**src/rtl/memacc_pkg.sv**
```systemverilog
// Shared encodings for the memory-access stage: access sizes, misalign causes, FSM states.
// Latency: n/a (declarations and one pure helper function only).
// Backpressure: n/a.
package memacc_pkg;

  localparam logic [1:0] SZ_BYTE = 2'd0;
  localparam logic [1:0] SZ_HALF = 2'd1;
  localparam logic [1:0] SZ_WORD = 2'd2;
  localparam logic [1:0] SZ_RSVD = 2'd3;  // decoded as a word access

  localparam logic [4:0] CAUSE_LD_MISALIGN = 5'd4;
  localparam logic [4:0] CAUSE_ST_MISALIGN = 5'd6;

  typedef enum logic [1:0] {
    ST_IDLE  = 2'd0,
    ST_WAIT  = 2'd1,
    ST_DONE  = 2'd2,
    ST_DRAIN = 2'd3
  } memacc_state_e;

  // Byte lane of the access within the word; low address bits below the
  // access size are dropped so an unchecked misaligned access stays in-word.
  function automatic logic [1:0] lane_offset(input logic [1:0] size, input logic [1:0] a);
    logic [1:0] off;
    case (size)
      SZ_BYTE: off = a;
      SZ_HALF: off = {a[1], 1'b0};
      default: off = 2'b00;
    endcase
    return off;
  endfunction

endpackage

```
**src/rtl/memacc_ldfmt.sv**
```systemverilog
// Load formatter: picks the addressed lanes out of a read word and sign/zero-extends them.
// Latency: purely combinational, zero cycles.
// Backpressure: none; output follows inputs.
module memacc_ldfmt
  import memacc_pkg::*;
(
  input  logic [31:0] rdata,
  input  logic [1:0]  addr_lo,
  input  logic [1:0]  size,
  input  logic        zext,
  output logic [31:0] ldata
);

  logic [31:0] shifted;

  assign shifted = rdata >> {addr_lo, 3'b000};

  // Extend the selected byte/half according to size and signedness.
  always_comb begin
    ldata = shifted;
    case (size)
      SZ_BYTE: ldata = {{24{~zext & shifted[7]}}, shifted[7:0]};
      SZ_HALF: ldata = {{16{~zext & shifted[15]}}, shifted[15:0]};
      default: ldata = shifted;
    endcase
  end

endmodule

```
**src/rtl/memacc_lsu.sv**
```systemverilog
// Load/store unit of the memory-access stage: one bus transaction per load/store, load alignment, misalign trap.
// Latency: store 1 stall cycle, load 2 stall cycles minimum, plus one per cycle of gnt/rvalid latency.
// Backpressure: memacc_stall holds upstream and bubbles mem_wb; mem_req held until mem_gnt. Option: MEMACC_MISALIGN_TRAP_EN.
module memacc_lsu
  import memacc_pkg::*;
#(
  parameter int AW = 32
) (
  input  logic          clk,
  input  logic          cpurst,
  input  logic          exe2mem_load,
  input  logic          exe2mem_store,
  input  logic [1:0]    exe2mem_size,
  input  logic          exe2mem_unsigned,
  input  logic [31:0]   exe2mem_addr,
  input  logic [31:0]   exe2mem_sdata,
  input  logic          exe2mem_wr_reg,
  input  logic [4:0]    exe2mem_wr_regindex,
  input  logic [31:0]   exe2mem_wr_wdata,
  input  logic          mem_flush,
  output logic          mem_req,
  output logic          mem_we,
  output logic [AW-1:0] mem_addr,
  output logic [3:0]    mem_wstrb,
  output logic [31:0]   mem_wdata,
  input  logic          mem_gnt,
  input  logic          mem_rvalid,
  input  logic [31:0]   mem_rdata,
  output logic          memacc_stall,
  output logic          mem2wb_wr_reg,
  output logic [4:0]    mem2wb_wr_regindex,
  output logic [31:0]   mem2wb_wr_wdata,
  output logic          mem2wb_exp,
  output logic [4:0]    mem2wb_causecode,
  output logic [31:0]   mem2wb_mtval
);

  memacc_state_e state_q, state_d;
  logic [31:0]   ld_q;
  logic [31:0]   ld_fmt;
  logic          mem_op;
  logic          misalign;
  logic [1:0]    lane_off;
  logic [3:0]    st_strb;
  logic [31:0]   st_wdata;

  assign mem_op   = exe2mem_load | exe2mem_store;
  assign lane_off = lane_offset(exe2mem_size, exe2mem_addr[1:0]);

`ifdef MEMACC_MISALIGN_TRAP_EN
  assign misalign = mem_op &&
                    (((exe2mem_size == SZ_HALF) && exe2mem_addr[0]) ||
                     (exe2mem_size[1] && (exe2mem_addr[1:0] != 2'b00)));
`else
  assign misalign = 1'b0;
`endif

  memacc_ldfmt u_ldfmt (
    .rdata   (ld_q),
    .addr_lo (lane_off),
    .size    (exe2mem_size),
    .zext    (exe2mem_unsigned),
    .ldata   (ld_fmt)
  );

  // Store lane strobes and lane-replicated write data.
  always_comb begin
    st_strb  = 4'hF;
    st_wdata = exe2mem_sdata;
    case (exe2mem_size)
      SZ_BYTE: begin
        st_strb  = 4'b0001 << lane_off;
        st_wdata = {4{exe2mem_sdata[7:0]}};
      end
      SZ_HALF: begin
        st_strb  = 4'b0011 << lane_off;
        st_wdata = {2{exe2mem_sdata[15:0]}};
      end
      default: begin
        st_strb  = 4'hF;
        st_wdata = exe2mem_sdata;
      end
    endcase
  end

  // State register; reset returns to IDLE even with a read in flight.
  always_ff @(posedge clk) begin
    if (cpurst) state_q <= ST_IDLE;
    else        state_q <= state_d;
  end

  // Read data is captured only for the live load in WAIT, never for a drained orphan.
  always_ff @(posedge clk) begin
    if (cpurst)                                 ld_q <= '0;
    else if (state_q == ST_WAIT && mem_rvalid)  ld_q <= mem_rdata;
  end

  // Next state, bus request and writeback outputs; reset forces every output low.
  always_comb begin
    state_d            = state_q;
    mem_req            = 1'b0;
    mem_we             = 1'b0;
    mem_addr           = '0;
    mem_wstrb          = 4'h0;
    mem_wdata          = '0;
    memacc_stall       = 1'b0;
    mem2wb_wr_reg      = 1'b0;
    mem2wb_wr_regindex = exe2mem_wr_regindex;
    mem2wb_wr_wdata    = exe2mem_wr_wdata;
    mem2wb_exp         = 1'b0;
    mem2wb_causecode   = '0;
    mem2wb_mtval       = '0;

    case (state_q)
      ST_IDLE: begin
        if (misalign) begin
          mem2wb_exp       = ~mem_flush;
          mem2wb_causecode = exe2mem_load ? CAUSE_LD_MISALIGN : CAUSE_ST_MISALIGN;
          mem2wb_mtval     = exe2mem_addr;
        end else if (mem_op) begin
          mem_req      = 1'b1;
          memacc_stall = 1'b1;
          mem_we       = exe2mem_store;
          mem_addr     = {exe2mem_addr[AW-1:2], 2'b00};
          mem_wstrb    = exe2mem_store ? st_strb : 4'h0;
          mem_wdata    = exe2mem_store ? st_wdata : 32'h0;
          // A grant in the flush cycle still completes the bus transaction.
          if (mem_gnt) begin
            if (exe2mem_load) state_d = mem_flush ? ST_DRAIN : ST_WAIT;
            else              state_d = mem_flush ? ST_IDLE  : ST_DONE;
          end
        end else begin
          mem2wb_wr_reg = exe2mem_wr_reg & ~mem_flush;
        end
      end
      ST_WAIT: begin
        memacc_stall = 1'b1;
        if (mem_rvalid)     state_d = mem_flush ? ST_IDLE : ST_DONE;
        else if (mem_flush) state_d = ST_DRAIN;
      end
      ST_DONE: begin
        mem2wb_wr_reg = exe2mem_load & exe2mem_wr_reg & ~mem_flush;
        if (exe2mem_load) mem2wb_wr_wdata = ld_fmt;
        state_d = ST_IDLE;
      end
      ST_DRAIN: begin
        if (mem_rvalid) state_d = ST_IDLE;
      end
      default: state_d = ST_IDLE;
    endcase

    if (cpurst) begin
      mem_req            = 1'b0;
      mem_we             = 1'b0;
      mem_addr           = '0;
      mem_wstrb          = 4'h0;
      mem_wdata          = '0;
      memacc_stall       = 1'b0;
      mem2wb_wr_reg      = 1'b0;
      mem2wb_wr_regindex = '0;
      mem2wb_wr_wdata    = '0;
      mem2wb_exp         = 1'b0;
      mem2wb_causecode   = '0;
      mem2wb_mtval       = '0;
    end
  end

endmodule

```
**config.mk**
```make
export PLATFORM = sky130hd
export DESIGN_NAME = memacc_lsu
export DESIGN_NICKNAME = d
export VERILOG_FILES = /design/src/rtl/memacc_pkg.sv /design/src/rtl/memacc_ldfmt.sv /design/src/rtl/memacc_lsu.sv
export SDC_FILE = /design/constraint.sdc
export NUM_CORES = 1
export LEC_CHECK = 0
export CORE_AREA = 2 2 112 114
export CTS_CLUSTER_DIAMETER = 80
export DETAILED_ROUTE_END_ITERATION = 8
export DIE_AREA = 0 0 114 116
export PLACE_DENSITY = 0.75
export SYNTH_ARGS = -nofsm -noshare
export SYNTH_HDL_FRONTEND = slang
export SYNTH_SLANG_ARGS = --single-unit
```
**constraint.sdc**
```tcl
create_clock -name clk -period 5.3 [get_ports clk]
set_input_delay 1.06 -clock clk [delete_from_list [all_inputs] [get_ports clk]]
set_output_delay 1.06 -clock clk [all_outputs]
set_load 0.1 [all_outputs]
```
---- Word level (Yosys, flattened, before mapping) ----
Cells that the tools add are included.
storage, ports and cells
  word-level logic and storage cells ...... 64
  output and inout port bits .............. 147
  register bits ........................... 34
cells by class
  multiplexer cells ....................... 39
  reduce and logical (&&, ||, !) cells .... 4
  equal/unequal tests ..................... 8
  bitwise logic cells ..................... 8
  shifts and indexed selects .............. 3
operator list
  kind                                                                    count
  32-bit two-way mux                                                      10
  32-bit case mux with 2 select lines                                     2
  32-bit by 5-bit >> shifter with 32-bit output                           1
  2-bit two-way mux                                                       8
  4-bit two-way mux                                                       4
  1-bit two-way mux                                                       9
  2-bit case mux with 4 select lines                                      1
  4-bit case mux with 2 select lines                                      1
  2-bit != test (second input constant)                                   3
  1-bit AND                                                               5
  5-bit two-way mux                                                       1
  2-bit by 1-bit equality test with 1-bit output (second input constant)  2
  2-bit equality test (second input constant)                             2
  2-bit logical NOT                                                       2
  1-bit case mux with 2 select lines                                      2
  2-bit case mux with 2 select lines                                      1
  4-bit AND reduction                                                     1
  1-bit by 2-bit left shift with 4-bit output (first input constant)      1
  2-bit by 2-bit left shift with 4-bit output (first input constant)      1
  3-bit != test (second input constant)                                   1
  1-bit NOT                                                               2
  1-bit logical AND                                                       1
  1-bit bitwise OR                                                        1

---- Longest topological paths before layout ----
Gate-level depths: netlist of run 1.
  depth in word-level cells ............... 8
  gate-level depth with buffers ........... 7
  mapped depth without buffers ............ 4

---- Hierarchy ----
Synthesis of run 1 repeated with hierarchy kept, for this count alone.
second synthesis, totals
  cells, all modules ...................... 559
  area, all modules ....................... 3,703.6 um^2
by module, submodules not included
  module        cells an instance  area an instance (um^2)  times used
  memacc_lsu    456                2,935.3                  1
  memacc_ldfmt  103                768.2                    1

---- Worst setup path after synthesis of run 1 ----
Ideal clock, no wire load.
  kind .................................... input port to output port
  from .................................... in cpurst
  to ...................................... out mem2wb_wr_reg
  cell stages on the path ................. 3
  path slack .............................. -0.131 ns
  buffers on the path ..................... 2
  arrival time ............................ 4.371 ns
  data required time ...................... 4.240 ns
  cells stage by stage .................... clkbuf_1 -> clkbuf_1 -> nor4_1
between the ends
  word-level cells in the longest chain between the ends .. 1
ends and longest elaborated chain
  item               line               text
  from (decl)        memacc_lsu.sv:10   input logic cpurst,
  1-bit two-way mux  memacc_lsu.sv:152  if (cpurst) begin
  to (decl)          memacc_lsu.sv:30   output logic mem2wb_wr_reg,
Every way passes these cells.

---- Final worst setup path of run 1 ----
  from .................................... in exe2mem_size[0]
  to ...................................... out mem2wb_wr_wdata[17]
between the ends
  word-level cells in the longest chain between the ends .. 8
  elaborated cells between the ends (all ways) .. 10
  those cells by class .................... eq/ne (1); shift (1); mux (5); bitwise (2); reduce/logical (1)
ends and longest elaborated chain
  item                                                                                        line                                    text
  from (decl)                                                                                 memacc_lsu.sv:13                        input logic [1:0] exe2mem_size,
  2-bit by 1-bit equality test with 1-bit output / 2-bit logical NOT (equally long branches)  memacc_pkg.sv:25, memacc_ldfmt.sv:21
  2-bit case mux with 2 select lines                                                          memacc_pkg.sv:25                        case (size)
  32-bit by 5-bit >> shifter with 32-bit output                                               memacc_ldfmt.sv:16                      assign shifted = rdata >> {addr_lo, 3'b000};
  1-bit AND (on tied branches)                                                                memacc_ldfmt.sv:23, memacc_ldfmt.sv:22
  32-bit case mux with 2 select lines (*)                                                     memacc_ldfmt.sv:21                      case (size)
  32-bit two-way mux (*)                                                                      memacc_lsu.sv:143                       if (exe2mem_load) mem2wb_wr_wdata = ld_fmt;
  32-bit two-way mux (*)                                                                      memacc_lsu.sv:114                       case (state_q)
  32-bit two-way mux (*)                                                                      memacc_lsu.sv:152
  to (decl)                                                                                   memacc_lsu.sv:32                        output logic [31:0] mem2wb_wr_wdata,
Every way passes the cells marked *; elsewhere a longest branch is shown, timed or not.

==> impl_results.md, run 1 <==
- Status: finished, final reports clean
- Layout Area Growth over Synthesis: 98.8%
- Final Hold Viols: 0
- Crit path max fanout: 16
- Post-cts hold buffer count: 0
- Die width: around 110 um
- Drt pass-1 iters: 6
- Vias/cell: about 5.0
- Drc violations: 0
- First-pass GRT wire length: between 20 and 25 mm
- Initial Util: 29.7%
- Clock group share of total power: roughly 24%
- # placed instances: between 800 and 900
- RSZ-0062 raised after global routing: false
- CTS Buffer Depth: 2
- Worst slack, placed: just over 0.8 ns
- Core Area: between 0.01 and 0.015 mm2
- LEAKAGE: approximately 2.9 nW
- Final std cells w/o fill: roughly 900
- Final nets: around 900
- Part of the power in combinational logic: approximately 59%
- Initial antenna violation count: 0
- Synth top cells by count: nand2_1 (122), a21oi_1 (64), buf_4 (41)
- Pin count of the biggest net entering global routing: 40
- Slew @ Worst Pin: ~1.2 ns
- Count leader, synth: nand2_1
- CTS tree: done
- Switching power: 0.742 mW
- Crit path capture type: primary output
- Total Routing Usage GR: a little under a quarter
- Clock Skew: 0.00233 ns
- Dpl cell area: 0.00684 mm2
- Vias in the first global route: 4251
- Headroom to the max-slew limit: approximately 18%
- Max Slew Vio Count: 0
- Register clock-pin slew on the reported worst setup and hold paths: 0.05 ns
- Iteration-0 DRC Markers: 324
- Final setup viols: 0
- GP Congestion: slightly below 0.9
- Slowest CP cell: or4_1
- Internal power: ~0.84 mW
- Final Core Density: 59.1%
- Yosys warns: 0
- Final Cell Area: ~0.0070 mm2
- Row Count: 40
- Sequential share of the synthesized area: around a fifth
- Clk_lat worst skew: between 0.2 and 0.3 ns
- Port-buffer cells: 250
- Vias: 4487
- CP max stage delay: 0.82 ns
- Grt ovf: 0
- Number of synthesized flops with an enable pin: 0
- Fill cell count: between 1000 and 1500
- Biggest area consumer among synthesized cells: dfxtp_1
- CTS resizes: 0
- Total CTS buffers: 5
- CTS root buf: clkbuf_16
- Synth Area per Inst: roughly 6.6 um2
- Hold Crit Class: flip-flop to flip-flop
- Post-Syn Area: around 0.0035 mm2
- Power per standard cell area: between 200 and 250 mW/mm2
- Yosys reg bits: 34
- Worst setup path category: input pin to primary output
- CTS sink count: 34
- Drt wl/cell: between 15 and 20 um
- Final WL: between 15 and 20 mm
- Flop pwr share: 17.2%
- Max Fclk: ~230 MHz
- CP delay by family, top: simple AND/OR/NAND/NOR gates
- Cell Chain, Critical Path: clkdlybuf4s50_1 -> or2_1 -> or4_1 -> o21ai_0 -> buf_12
- Remaining antenna violation count: 0
- Power Total: about 1.6 mW
- I/O pin total: 291
- Area contributors post-synth: dfxtp_1 (19%), nand2_1 (13%), a21oi_1 (9.0%)
- WP data arrival: around 3.4 ns
- H-tree depth: 2
- Ant diodes: 0
- Setup Buffers After CTS: 0
- Mapped Cells: 534
- Share of post-route cells with drive strength above 1: between 20 and 25%
- Synth Flop Type: dfxtp_1
- Share of the synthesized area in the top cell type: 19.2%
- Post-route setup TNS: 0 ns
- Max-cap violations: 0
- Die ar.: approximately 0.013 mm2
- Cell variety after synth: 40
- HPWL after DPL: about 13 mm
- CP Launch Type: input pin
- WP buf/inv: 2
- Maximum vdd drop: between 0.15 and 0.2 mV
- Async set-reset flop share out of synthesis: 0%
- Req. time, crit path: 4.24 ns
- Die height: between 100 and 150 um
- Hold Slack: roughly 0.46 ns
- Fin crit share: between 80% and 90%
- Final Worst Setup Slack: 0.856 ns
- Min Clock Period, post-route: 4.44 ns
- Sw Share: around 47%
==> layout make-up <==
| class | instances | area (um2) | area share (%) |
|---|---|---|---|
| well taps | 147 | 184 | 2.61 |
| inverters | 10 | 37.5 | 0.533 |
| clock buffers | 5 | 125 | 1.78 |
| repair buffers | 261 | 3470 | 49.3 |
| multi-input cells | 441 | 2470 | 35.1 |
| flip-flops and latches | 34 | 681 | 9.67 |
| clock inverters | 3 | 68.8 | 0.978 |
==> final timing paths <==
| check | slack [ns] | startpoint | end | cells after the start |
|---|---|---|---|---|
| worst max register to register | 3.28 | state_q[0] | ld_q[17] | 4 |
| worst min register to register | 0.46 | ld_q[0] | ld_q[0] | 2 |
| worst max-delay path | 0.86 | exe2mem_size[0] | mem2wb_wr_wdata[17] | 5 |
| worst min-delay path | 0.46 | ld_q[0] | ld_q[0] | 2 |
==> power by group through the flow <==
stage	combinational [mW]	sequential, mW	clock, mW
after floorplan	0.613	0.271	0
after global placement	0.921	0.277	0
after detailed placement	0.925	0.277	0
after CTS	0.928	0.271	0.387
after global routing	0.958	0.273	0.397
final	0.925	0.272	0.384
==> sequential cells by signal, indices dropped and copies added (netlist names) <==
register / cells
ld_q: 32
state_q: 2
==> per-layer routing <==
metal | up-vias | part of all wire, % | global-route usage [%]
met1 | 2053 | 37 | 27.6
met2 | 243 | 51 | 41.2
li1 | 2162 | - | -
met5 | - | 0 | 0
met3 | 29 | 9.6 | 6.64
met4 | 0 | 2.7 | 6.67
==> cells by family (layout without fill, tap and decap cells) <==
family          after synthesis  in the layout  share of synthesized area, %
simple gates                248            248                          32.0
mux                          32             32                          12.2
xor+xnor                      1              1                         0.247
compound gates              120            120                          20.7
buf+inv                      98            279                          15.6
other cells                   1             40                         0.106
flops                        34             34                          19.2
==> worst reg2reg max path, stage by stage, from the launching register on <==
cell     delay (ns)
dfxtp_1        0.49
nand2_1        0.13
nor2_2         0.93
nand2_1        0.19
a21oi_1        0.20
==> placed cells by master (no fill, tap or decap), types with 8 or more instances in the layout <==
cell type	Yosys	layout
a21oi_1	64	64
a31o_2	16	16
and2_1	30	30
and3_1	10	10
buf_12	0	92
buf_4	41	21
clkdlybuf4s50_1	0	146
conb_1	1	40
dfxtp_1	34	34
inv_1	10	10
mux2_2	9	9
mux2i_1	16	16
nand2_1	122	122
nand3_1	17	17
nor2_1	34	33
nor2b_1	8	8
nor3_1	15	15
o21ai_0	16	16
o21ai_2	10	10
Note: power is estimated with default switching activity, not from simulation.
==> run 2, diff against run 1 <==
Settings changed: CORE_AREA 2 2 112 114 to 2 2 113 115, DIE_AREA 0 0 114 116 to 0 0 115 117, PLACE_DENSITY 0.75 to 0.74.
Clock period 5.3 ns to 4.53 ns, I/O delays scaled along.
==> impl_results.md, run 2 (synthesis results as in run 1) <==
- Drt pass-1 iters: 5 (was 6)
- Clock Skew: 0.00471 ns (was 0.00233 ns)
- Die ar.: 0.0135 mm2 (was 0.0132 mm2)
- Ant diodes: 0 (unchanged)
- Initial antenna violation count: 0 (unchanged)
- CTS resizes: 0 (unchanged)
- Top flop regs: ld_q (32), state_q (2) (unchanged)
- Worst setup path category: input pin to primary output (unchanged)
- Register clock-pin slew on the reported worst setup and hold paths: 0.05 ns (about the same)
- CTS root buf: clkbuf_16 (unchanged)
- Req. time, crit path: 3.62 ns (was 4.24 ns)
- Internal power: 0.935 mW (was 0.840 mW)
- Vias in the first global route: 4149 (was 4251)
- Min Clock Period, post-route: between 4 and 5 ns
- Final Core Density: 58.0% (was 59.1%)
- Hold Crit Class: flip-flop to flip-flop (unchanged)
- Drt wl/cell: 17.7 um (was 18.0 um)
- Clk_lat worst skew: 0.28 ns (about the same)
- Total CTS buffers: 5 (unchanged)
- WP data arrival: 3.23 ns (was 3.38 ns)
- Fill cell count: 1082 (was 1048)
- GP Congestion: 0.871 (was 0.865)
- Setup Buffers After CTS: 0 (unchanged)
- Status: finished, final reports clean (unchanged)
- Final nets: 899 (was 897)
- Final setup viols: 0 (unchanged)
- CTS sink count: 34 (unchanged)
- Layout Area Growth over Synthesis: 102% (was 98.8%)
- Max Slew Vio Count: 0 (unchanged)
- Headroom to the max-slew limit: 44.7% (was 18.1%)
- Vias/cell: 4.87 (was 4.98)
- Max reg flops: 32 (unchanged)
- Power per standard cell area: 251 mW/mm2 (was 225 mW/mm2)
- CP Launch Type: input pin (unchanged)
- Share of post-route cells with drive strength above 1: 23.4% (was 22.1%)
- Grt ovf: 0 (unchanged)
- Most frequent cells in the layout: clkdlybuf4s50_1 (141), nand2_1 (122), buf_12 (100) (was clkdlybuf4s50_1 (146), nand2_1 (122), buf_12 (92))
- I/O pin total: 291 (unchanged)
- Pin count of the biggest net entering global routing: 71 (was 40)
- Drc violations: 0 (unchanged)
- Port-buffer cells: 250 (unchanged)
- Clock group share of total power: 21.3% (was 24.3%)
- Post-route setup TNS: 0 ns (unchanged)
- Initial Util: 28.8% (was 29.7%)
- H-tree depth: 2 (unchanged)
- Remaining antenna violation count: 0 (unchanged)
- Iteration-0 DRC Markers: 295 (was 324)
- Post-cts hold buffer count: 0 (unchanged)
- Max-cap violations: 0 (unchanged)
- Crit path capture type: primary output (unchanged)
- Max Fclk: 242 MHz
- Switching power: 0.857 mW (was 0.742 mW)
- Final Hold Viols: 0 (unchanged)
- Total Routing Usage GR: 22.5% (was 23.3%)
- Row Count: 41 (was 40)
- Most flops, register: ld_q (unchanged)
- Slew @ Worst Pin: 0.830 ns (was 1.23 ns)
- Final WL: 16.0 mm (was 16.2 mm)
- Die width: 115 um (was 114 um)
- Maximum vdd drop: 0.148 mV (was 0.193 mV)
- Sw Share: 47.8% (was 46.9%)
- HPWL after DPL: 12.8 mm (was 12.9 mm)
- Part of the power in combinational logic: 61.0% (was 58.5%)
- Commonest non-fill, non-tap cell in the layout: clkdlybuf4s50_1 (unchanged)
- Core Area: 0.0123 mm2 (was 0.0119 mm2)
- CTS tree: done (unchanged)
- CTS Buffer Depth: 2 (unchanged)
- First-pass GRT wire length: 23.5 mm (was 24.0 mm)
- Flop pwr share: 17.7% (was 17.2%)
- Vias: 4414 (was 4487)
- Fin crit share: about nine tenths
- RSZ-0062 raised after global routing: false (unchanged)
- Crit path max fanout: 16 (unchanged)
- LEAKAGE: 2.89 nW (was 2.86 nW)
- Die height: 117 um (was 116 um)
run 2: cell count changes in the layout (fill, tap and decap cells not counted):
| cell | change |
|---|---|
| bufinv_16 | -1 |
| clkinv_4 | -1 |
| buf_12 | +8 |
| nor3_1 | -4 |
| a211oi_2 | +1 |
| a211oi_1 | -1 |
| o21ai_1 | +8 |
| o21ai_0 | -8 |
| clkbuf_1 | +2 |
| nor3_2 | +4 |
| buf_4 | -1 |
| clkdlybuf4s50_1 | -5 |
run 2: cell type report:
type / count / area [um2] / share of cell area (%)
clock buffer: 7 / 133 / 1.86
sequential: 34 / 681 / 9.54
inverter: 10 / 37.5 / 0.526
clock inverter: 1 / 30.0 / 0.421
tap: 150 / 188 / 2.63
multi-input combinational: 441 / 2500 / 35.0
timing repair buffer: 263 / 3570 / 50.1
run 2: routing by layer:
metal | GRT usage, % | up-vias | share of wire (%)
met2 | 38.3 | 195 | 50
met1 | 28.2 | 2027 | 40
li1 | - | 2167 | -
met3 | 5.41 | 25 | 7.1
met4 | 6.99 | 0 | 2.5
met5 | 0 | - | 0
run 2: critical path: stages:
cell,delay [ns]
clkdlybuf4s50_1,0.68
nand3b_1,0.14
or4_1,0.77
o21ai_0,0.49
buf_12,0.23
run 2: path summary, 6_finish.rpt:
check	cells past startpoint	end	slack [ns]	startpoint
min reg2reg	2	ld_q[4]	0.46	ld_q[4]
min	2	ld_q[4]	0.46	ld_q[4]
max reg2reg	4	ld_q[23]	2.93	state_q[0]
max	5	mem2wb_wr_wdata[16]	0.39	exe2mem_load
run 2: power groups by stage:
stage,clock network [mW],logic [mW],registers (mW)
floorplan,0,0.720,0.317
global placement,0,1.09,0.323
detailed placement,0,1.09,0.323
CTS,0.386,1.10,0.317
global route,0.403,1.13,0.318
finish,0.381,1.09,0.318
run 2: metrics by stage:
stage / std cells / worst slack, ns / total power, mW / hold WS, ns / cell area, um2
finish: 906 / 0.393 / 1.79 / 0.460 / 7140
global route: 906 / 0.262 / 1.86 / 0.485 / 7140
CTS: 906 / 0.408 / 1.80 / 0.459 / 7140
detailed placement: 898 / 0.435 / 1.42 / 0.449 / 6980
global placement: 898 / 0.477 / 1.41 / 0.445 / 6980
floorplan: 573 / -0.359 / 1.04 / 0.432 / 3720
